`src/rtl/axil_pkg.sv`:
```
// axil_pkg: AXI4-Lite response codes and address constants shared by the CSR responder.
package axil_pkg;
    typedef logic [1:0] axil_resp_t;
    localparam axil_resp_t AXI_RESP_OKAY   = 2'b00;
    localparam axil_resp_t AXI_RESP_SLVERR = 2'b10;
    localparam int         ADDR_LSB        = 2;
endpackage

```
`src/rtl/axil_chan_buf.sv`:
```
// axil_chan_buf: single-entry valid/ready holding register with a registered ready.
// Ready is computed from next-cycle state so it can be a flop; i_block is the owner's next-cycle stall.
module axil_chan_buf #(
    parameter int WIDTH = 1
) (
    input  logic             clock,
    input  logic             async_resetn,
    input  logic [WIDTH-1:0] i_data,
    input  logic             i_valid,
    input  logic             i_block,
    input  logic             i_clear,
    output logic             o_ready,
    output logic             o_full,
    output logic [WIDTH-1:0] o_data
);
    logic             r_full;
    logic             r_ready;
    logic [WIDTH-1:0] r_data;
    logic             w_take;
    logic             w_full_nxt;

    // take and clear are mutually exclusive: take needs !full, clear needs full
    assign w_take     = i_valid && r_ready;
    assign w_full_nxt = !i_clear && (r_full || w_take);

    always_ff @(posedge clock or negedge async_resetn) begin
        if (!async_resetn) begin
            r_full  <= 1'b0;
            r_ready <= 1'b0;
            r_data  <= '0;
        end else begin
            r_full  <= w_full_nxt;
            r_ready <= !w_full_nxt && !i_block;
            if (w_take) r_data <= i_data;
        end
    end

    assign o_ready = r_ready;
    assign o_full  = r_full;
    assign o_data  = r_data;
endmodule

```
`src/rtl/axil_csr_responder.sv`:
```
// axil_csr_responder: AXI4-Lite slave exposing a small CSR bank.
// Word 0 is a read-only live status; words 1..NUM-1 are RW registers.
module axil_csr_responder
    import axil_pkg::*;
#(
    parameter int                      P_ADDR_WIDTH = 16,
    parameter int                      P_DATA_WIDTH = 32,
    parameter int                      P_NUM_REGS   = 4,
    parameter logic [P_DATA_WIDTH-1:0] P_RST_VALUE  = '0
) (
    input  logic                             clock,
    input  logic                             async_resetn,
    input  logic [P_ADDR_WIDTH-1:0]          s_axi_awaddr,
    input  logic                             s_axi_awvalid,
    output logic                             s_axi_awready,
    input  logic [P_DATA_WIDTH-1:0]          s_axi_wdata,
    input  logic                             s_axi_wvalid,
    output logic                             s_axi_wready,
    output logic [1:0]                       s_axi_bresp,
    output logic                             s_axi_bvalid,
    input  logic                             s_axi_bready,
    input  logic [P_ADDR_WIDTH-1:0]          s_axi_araddr,
    input  logic                             s_axi_arvalid,
    output logic                             s_axi_arready,
    output logic [P_DATA_WIDTH-1:0]          s_axi_rdata,
    output logic [1:0]                       s_axi_rresp,
    output logic                             s_axi_rvalid,
    input  logic                             s_axi_rready,
    input  logic [P_DATA_WIDTH-1:0]          status_in,
    output logic [P_NUM_REGS*P_DATA_WIDTH-1:0] reg_out,
    output logic [P_NUM_REGS-1:0]            wr_pulse
);
    localparam int IDX_W = P_ADDR_WIDTH - ADDR_LSB;
    localparam int SEL_W = $clog2(P_NUM_REGS);

    logic [P_DATA_WIDTH-1:0] r_regs [1:P_NUM_REGS-1];
    logic                    r_bvalid;
    axil_resp_t              r_bresp;
    logic [P_NUM_REGS-1:0]   r_wr_pulse;
    logic                    r_rvalid;
    logic                    r_arready;
    axil_resp_t              r_rresp;
    logic [P_DATA_WIDTH-1:0] r_rdata;

    logic                    w_aw_full;
    logic                    w_w_full;
    logic [IDX_W-1:0]        w_aw_idx;
    logic [P_DATA_WIDTH-1:0] w_wdata;
    logic [IDX_W-1:0]        w_ar_idx;
    logic [P_DATA_WIDTH-1:0] w_ar_data;
    logic                    w_commit;
    logic                    w_aw_ok;
    logic                    w_ar_ok;
    logic                    w_ar_hs;
    logic                    w_bvalid_nxt;
    logic                    w_rvalid_nxt;
    logic                    w_unused;

    axil_chan_buf #(.WIDTH(IDX_W)) u_aw (
        .clock        (clock),
        .async_resetn (async_resetn),
        .i_data       (s_axi_awaddr[P_ADDR_WIDTH-1:ADDR_LSB]),
        .i_valid      (s_axi_awvalid),
        .i_block      (w_bvalid_nxt),
        .i_clear      (w_commit),
        .o_ready      (s_axi_awready),
        .o_full       (w_aw_full),
        .o_data       (w_aw_idx)
    );

    axil_chan_buf #(.WIDTH(P_DATA_WIDTH)) u_w (
        .clock        (clock),
        .async_resetn (async_resetn),
        .i_data       (s_axi_wdata),
        .i_valid      (s_axi_wvalid),
        .i_block      (w_bvalid_nxt),
        .i_clear      (w_commit),
        .o_ready      (s_axi_wready),
        .o_full       (w_w_full),
        .o_data       (w_wdata)
    );

    assign w_commit     = w_aw_full && w_w_full && !r_bvalid;
    assign w_aw_ok      = (w_aw_idx != '0) && (w_aw_idx < IDX_W'(P_NUM_REGS));
    assign w_bvalid_nxt = w_commit || (r_bvalid && !s_axi_bready);
    assign w_ar_idx     = s_axi_araddr[P_ADDR_WIDTH-1:ADDR_LSB];
    assign w_ar_ok      = w_ar_idx < IDX_W'(P_NUM_REGS);
    assign w_ar_hs      = s_axi_arvalid && r_arready;
    assign w_rvalid_nxt = w_ar_hs || (r_rvalid && !s_axi_rready);
    assign w_ar_data    = !w_ar_ok ? '0 : (w_ar_idx == '0) ? status_in : r_regs[w_ar_idx[SEL_W-1:0]];
    assign w_unused     = &{1'b0, s_axi_awaddr[ADDR_LSB-1:0], s_axi_araddr[ADDR_LSB-1:0]};

    // Write commit: register update, strobe and B response share one edge
    always_ff @(posedge clock or negedge async_resetn) begin
        if (!async_resetn) begin
            for (int i = 1; i < P_NUM_REGS; i++) r_regs[i] <= P_RST_VALUE;
            r_bvalid   <= 1'b0;
            r_bresp    <= AXI_RESP_OKAY;
            r_wr_pulse <= '0;
        end else begin
            if (w_commit && w_aw_ok) r_regs[w_aw_idx[SEL_W-1:0]] <= w_wdata;
            r_bvalid   <= w_bvalid_nxt;
            r_wr_pulse <= (w_commit && w_aw_ok) ? P_NUM_REGS'(1) << w_aw_idx[SEL_W-1:0] : '0;
            if (w_commit) r_bresp <= w_aw_ok ? AXI_RESP_OKAY : AXI_RESP_SLVERR;
        end
    end

    always_ff @(posedge clock or negedge async_resetn) begin
        if (!async_resetn) begin
            r_rvalid  <= 1'b0;
            r_arready <= 1'b0;
            r_rresp   <= AXI_RESP_OKAY;
            r_rdata   <= '0;
        end else begin
            r_rvalid  <= w_rvalid_nxt;
            r_arready <= !w_rvalid_nxt;
            if (w_ar_hs) begin
                r_rdata <= w_ar_data;
                r_rresp <= w_ar_ok ? AXI_RESP_OKAY : AXI_RESP_SLVERR;
            end
        end
    end

    for (genvar k = 0; k < P_NUM_REGS; k++) begin : g_out
        if (k == 0) begin : g_ro
            assign reg_out[k*P_DATA_WIDTH +: P_DATA_WIDTH] = '0;
        end else begin : g_rw
            assign reg_out[k*P_DATA_WIDTH +: P_DATA_WIDTH] = r_regs[k];
        end
    end

    assign s_axi_bvalid  = r_bvalid;
    assign s_axi_bresp   = r_bresp;
    assign wr_pulse      = r_wr_pulse;
    assign s_axi_arready = r_arready;
    assign s_axi_rvalid  = r_rvalid;
    assign s_axi_rresp   = r_rresp;
    assign s_axi_rdata   = r_rdata;
endmodule

```
`config.mk`:
```
export PLATFORM = sky130hd
export DESIGN_NAME = axil_csr_responder
export DESIGN_NICKNAME = d
export VERILOG_FILES = /design/src/rtl/axil_pkg.sv /design/src/rtl/axil_chan_buf.sv /design/src/rtl/axil_csr_responder.sv
export SDC_FILE = /design/constraint.sdc
export NUM_CORES = 1
export LEC_CHECK = 0
export CORE_ASPECT_RATIO = 1.1
export CORE_UTILIZATION = 50
export DETAILED_ROUTE_END_ITERATION = 10
export PLACE_DENSITY = 0.95
export SLEW_MARGIN = 20
export SYNTH_ARGS = -nofsm -noshare
export SYNTH_HDL_FRONTEND = slang
export SYNTH_SLANG_ARGS = --single-unit
export TNS_END_PERCENT = 20
```
`constraint.sdc`:
```
create_clock -name clock -period 3.6 [get_ports clock]
set_input_delay 0.72 -clock clock [delete_from_list [all_inputs] [get_ports clock]]
set_output_delay 0.72 -clock clock [all_outputs]
set_load 0.03 [all_outputs]
```
==> results.cfg <==
[synthesis]
synth_edf_count = 0
yosysTopAreaCellShare_pct = 54.2
synth_seq_area_share_pct = 54.2
synth_common_cells = 187 x dfrtp_1, 90 x mux2_4, 52 x mux2_2
yosysWarnings = 0
synth_area_per_cell_sq_um = 15.3
synthMostInstantiatedCell = dfrtp_1
syn-instance-count = 565
ys_ff_latch = 187
synth_ff_type = dfrtp_1
synth_cell_types = 26
async_flop_share_pct = 100
synth_top_cell_by_area = dfrtp_1
yosys-top-cells-area = dfrtp_1 54%, mux2_4 16%, mux4_2 8.3%
synth.cell_area_sq_mm = 0.00864

[setup_path]
critical_path_class = flop to flop
cp_slowest_cell = nor2_8
critPathRequiredTime_ns = 3.91
start_kind = flop
worst_r2r_path_depth = 5
reg2reg_slack_ns = 1.13
crit_fanout = 18
cp.arrival_ns = 2.77
r2r-start = u_aw.o_data[5]
max_stage_delay_ns = 0.49
path_cells = nor4_4, nand4_4, nor2_8, buf_4, mux2_4
timing.rr.end = reg_out[86]
end_kind = flop

[cts]
cts-root-buf = clkbuf_16
clk_pin_slew_ns = 0.07
cts_hold_buf = 0
htree_num_levels = 4
cts_resized = 0
clkSinkCount = 187
cts_tree = yes
insertion_delay_ns = 0.43
clockBufferDepth = 2
post_cts_buffers = 0
cts_buffers = 17

[finish]
fin_nets = 903
nFillCells = 1124
fin_area_sq_mm = 0.0117
area_delta_synth_final_pct = 35.1
diodes = 0
layout-drive-gt1-share_pct = 28.9

[routing]
routed_wl_mm = 21.4
first_pass_iters = 4
postRouteAntennaNets = 0
wl_per_cell_microns = 20.5
vias = 5592
viasPerCell = 5.35
detail_route.drc_violations = 0
first_iter_violations = 191

[sta]
post-route-period-util_pct = 68.5
hold_viol_final = 0
fin_tns_setup_ns = 0
setup-violations-final = 0
clock_skew_ns = 0.00998
rsz0062_at_grt = false
max_slew_margin_pct = 39.6
worst_slew_pin_slew_ns = 0.906
final_max_slew_viol_count = 0
max_freq_mhz = 406
min_period_ns = 2.47
hold_slack_ns = 0.378

[place]
postPlaceCellArea_sq_mm = 0.0110
io_buffer_count = 237
dp_hpwl_mm = 14.9
place_congestion = 0.794

[floorplanning]
start_util_pct = 51.0
dieWidth_microns = 127
die_h_microns = 140
dieArea_sq_mm = 0.0178
fp.coreArea_sq_mm = 0.0170
ios = 276
std_cell_rows = 50

[power_and_ir_drop]
p_leak_nw = 5.09
p_total_mw = 5.67
ir_drop_v = 0.000398
cellPowerDensity_mw_per_mm2 = 486

[flow_run]
cap_viol_max_count = 0

[global_routing]
grt_pass1_wl_mm = 33.5
antenna_found_initial = 0
grt_pass1_vias = 5892
grt_overflow = 0
grt_max_degree = 103
grt.total_usage_pct = 25.3

[worst_hold_path]
worstHoldPathType = primary input to async pin

[status]
status = finished clean
## critical path: cells and delay by family (launching register included)
| family | cells | cell delay, ns |
|---|---|---|
| buffers and inverters | 1 | 0.41 |
| muxes | 1 | 0.33 |
| and+or+nand+nor | 3 | 1.18 |
| DFF | 1 | 0.41 |
## layer usage
metal	routed length (microns)	part of all wire [%]	GRT usage, %
met4	693	3.2	10.8
met1	8450	39	30.8
met2	10900	51	42.2
met5	0	0	0
met3	1370	6.4	7.11
## sequential cells by signal, summed over array words and instances, names as in the netlist
| register | cells |
|---|---|
| u_w.o_data | 32 |
| u_w.o_ready | 1 |
| u_aw.o_full | 1 |
| reg_out | 96 |
| wr_pulse | 4 |
| s_axi_bvalid | 1 |
| s_axi_arready | 1 |
| s_axi_rresp | 1 |
| u_w.o_full | 1 |
| s_axi_bresp | 1 |
| s_axi_rvalid | 1 |
| s_axi_rdata | 32 |
| u_aw.o_ready | 1 |
| u_aw.o_data | 14 |
## per-stage QoR
stage          std cells  utilization, %  worst slack (ns)
2_1_floorplan        599               -              1.64
3_3_place_gp        1015            65.1             0.936
3_5_place_dp        1015            65.1             0.819
4_1_cts             1046            68.8              1.12
5_1_grt             1046            68.8              1.03
6_report            1046            68.8              1.13
## report_power, final
part | switching (mW) | leakage [nW] | internal (mW) | total, mW
Combinational | 0.439 | 2.29 | 0.512 | 0.951
Sequential | 0.306 | 2.49 | 2.41 | 2.72
Clock | 0.817 | 0.311 | 1.19 | 2.00
Total | 1.56 | 5.09 | 4.11 | 5.67
## kinds of logic after synthesis
kind of cell           count (synthesis)  synth area share, %
AOI/OAI and AO/OA                     38                 2.27
buffers and inverters                 71                 6.33
DFF                                  187                 54.2
muxes                                174                 30.8
other                                  1               0.0434
and+or+nand+nor                       94                 6.42
## how the worst max path moves through the flow
| stage | end | startpoint | slack, ns |
|---|---|---|---|
| global placement | s_axi_rdata[27] | s_axi_araddr[15] | 0.94 |
| finish | reg_out[86] | u_aw.o_data[5] | 1.13 |
| CTS | reg_out[86] | u_aw.o_data[5] | 1.12 |
| floorplan | s_axi_rdata[1] | s_axi_araddr[2] | 1.64 |
| global route | reg_out[87] | u_aw.o_data[12] | 1.03 |
| detailed placement | s_axi_rdata[29] | s_axi_araddr[15] | 0.82 |
## cells in the final DEF (no fill, tap or decap)
cell type,netlist,final
or2_2,1,1
conb_1,1,35
clkdlybuf4s50_1,0,234
o21ai_0,34,34
clkbuf_8,0,2
clkinv_4,0,2
nor2b_1,3,3
nor2_8,3,3
a21oi_1,3,3
bufinv_16,0,4
o2111a_1,1,1
clkinv_2,0,3
buf_2,5,2
and3_1,1,1
nand2_1,49,47
inv_1,2,2
buf_4,34,12
mux2_4,90,90
mux4_2,32,32
buf_12,9,2
nor4_4,3,3
nor4_2,0,3
and3b_1,1,1
nand4_1,21,21
dfrtp_1,187,187
nand2_2,0,2
nor2_1,6,6
clkbuf_16,0,17
inv_6,0,4
mux2_2,52,52
nand2b_1,2,2
nand4_4,1,1
## final cells by class
cell class,instances,area (sq um),share of cell area (%)
Sequential cell,187,4680,40.1
Multi-Input combinational cell,341,3560,30.5
Timing Repair Buffer,251,2500,21.4
Clock buffer,18,439,3.76
Tap cell,234,293,2.51
Clock inverter,13,188,1.61
Inverter,2,7.51,0.0644
Power figures use the tool's default switching activity.
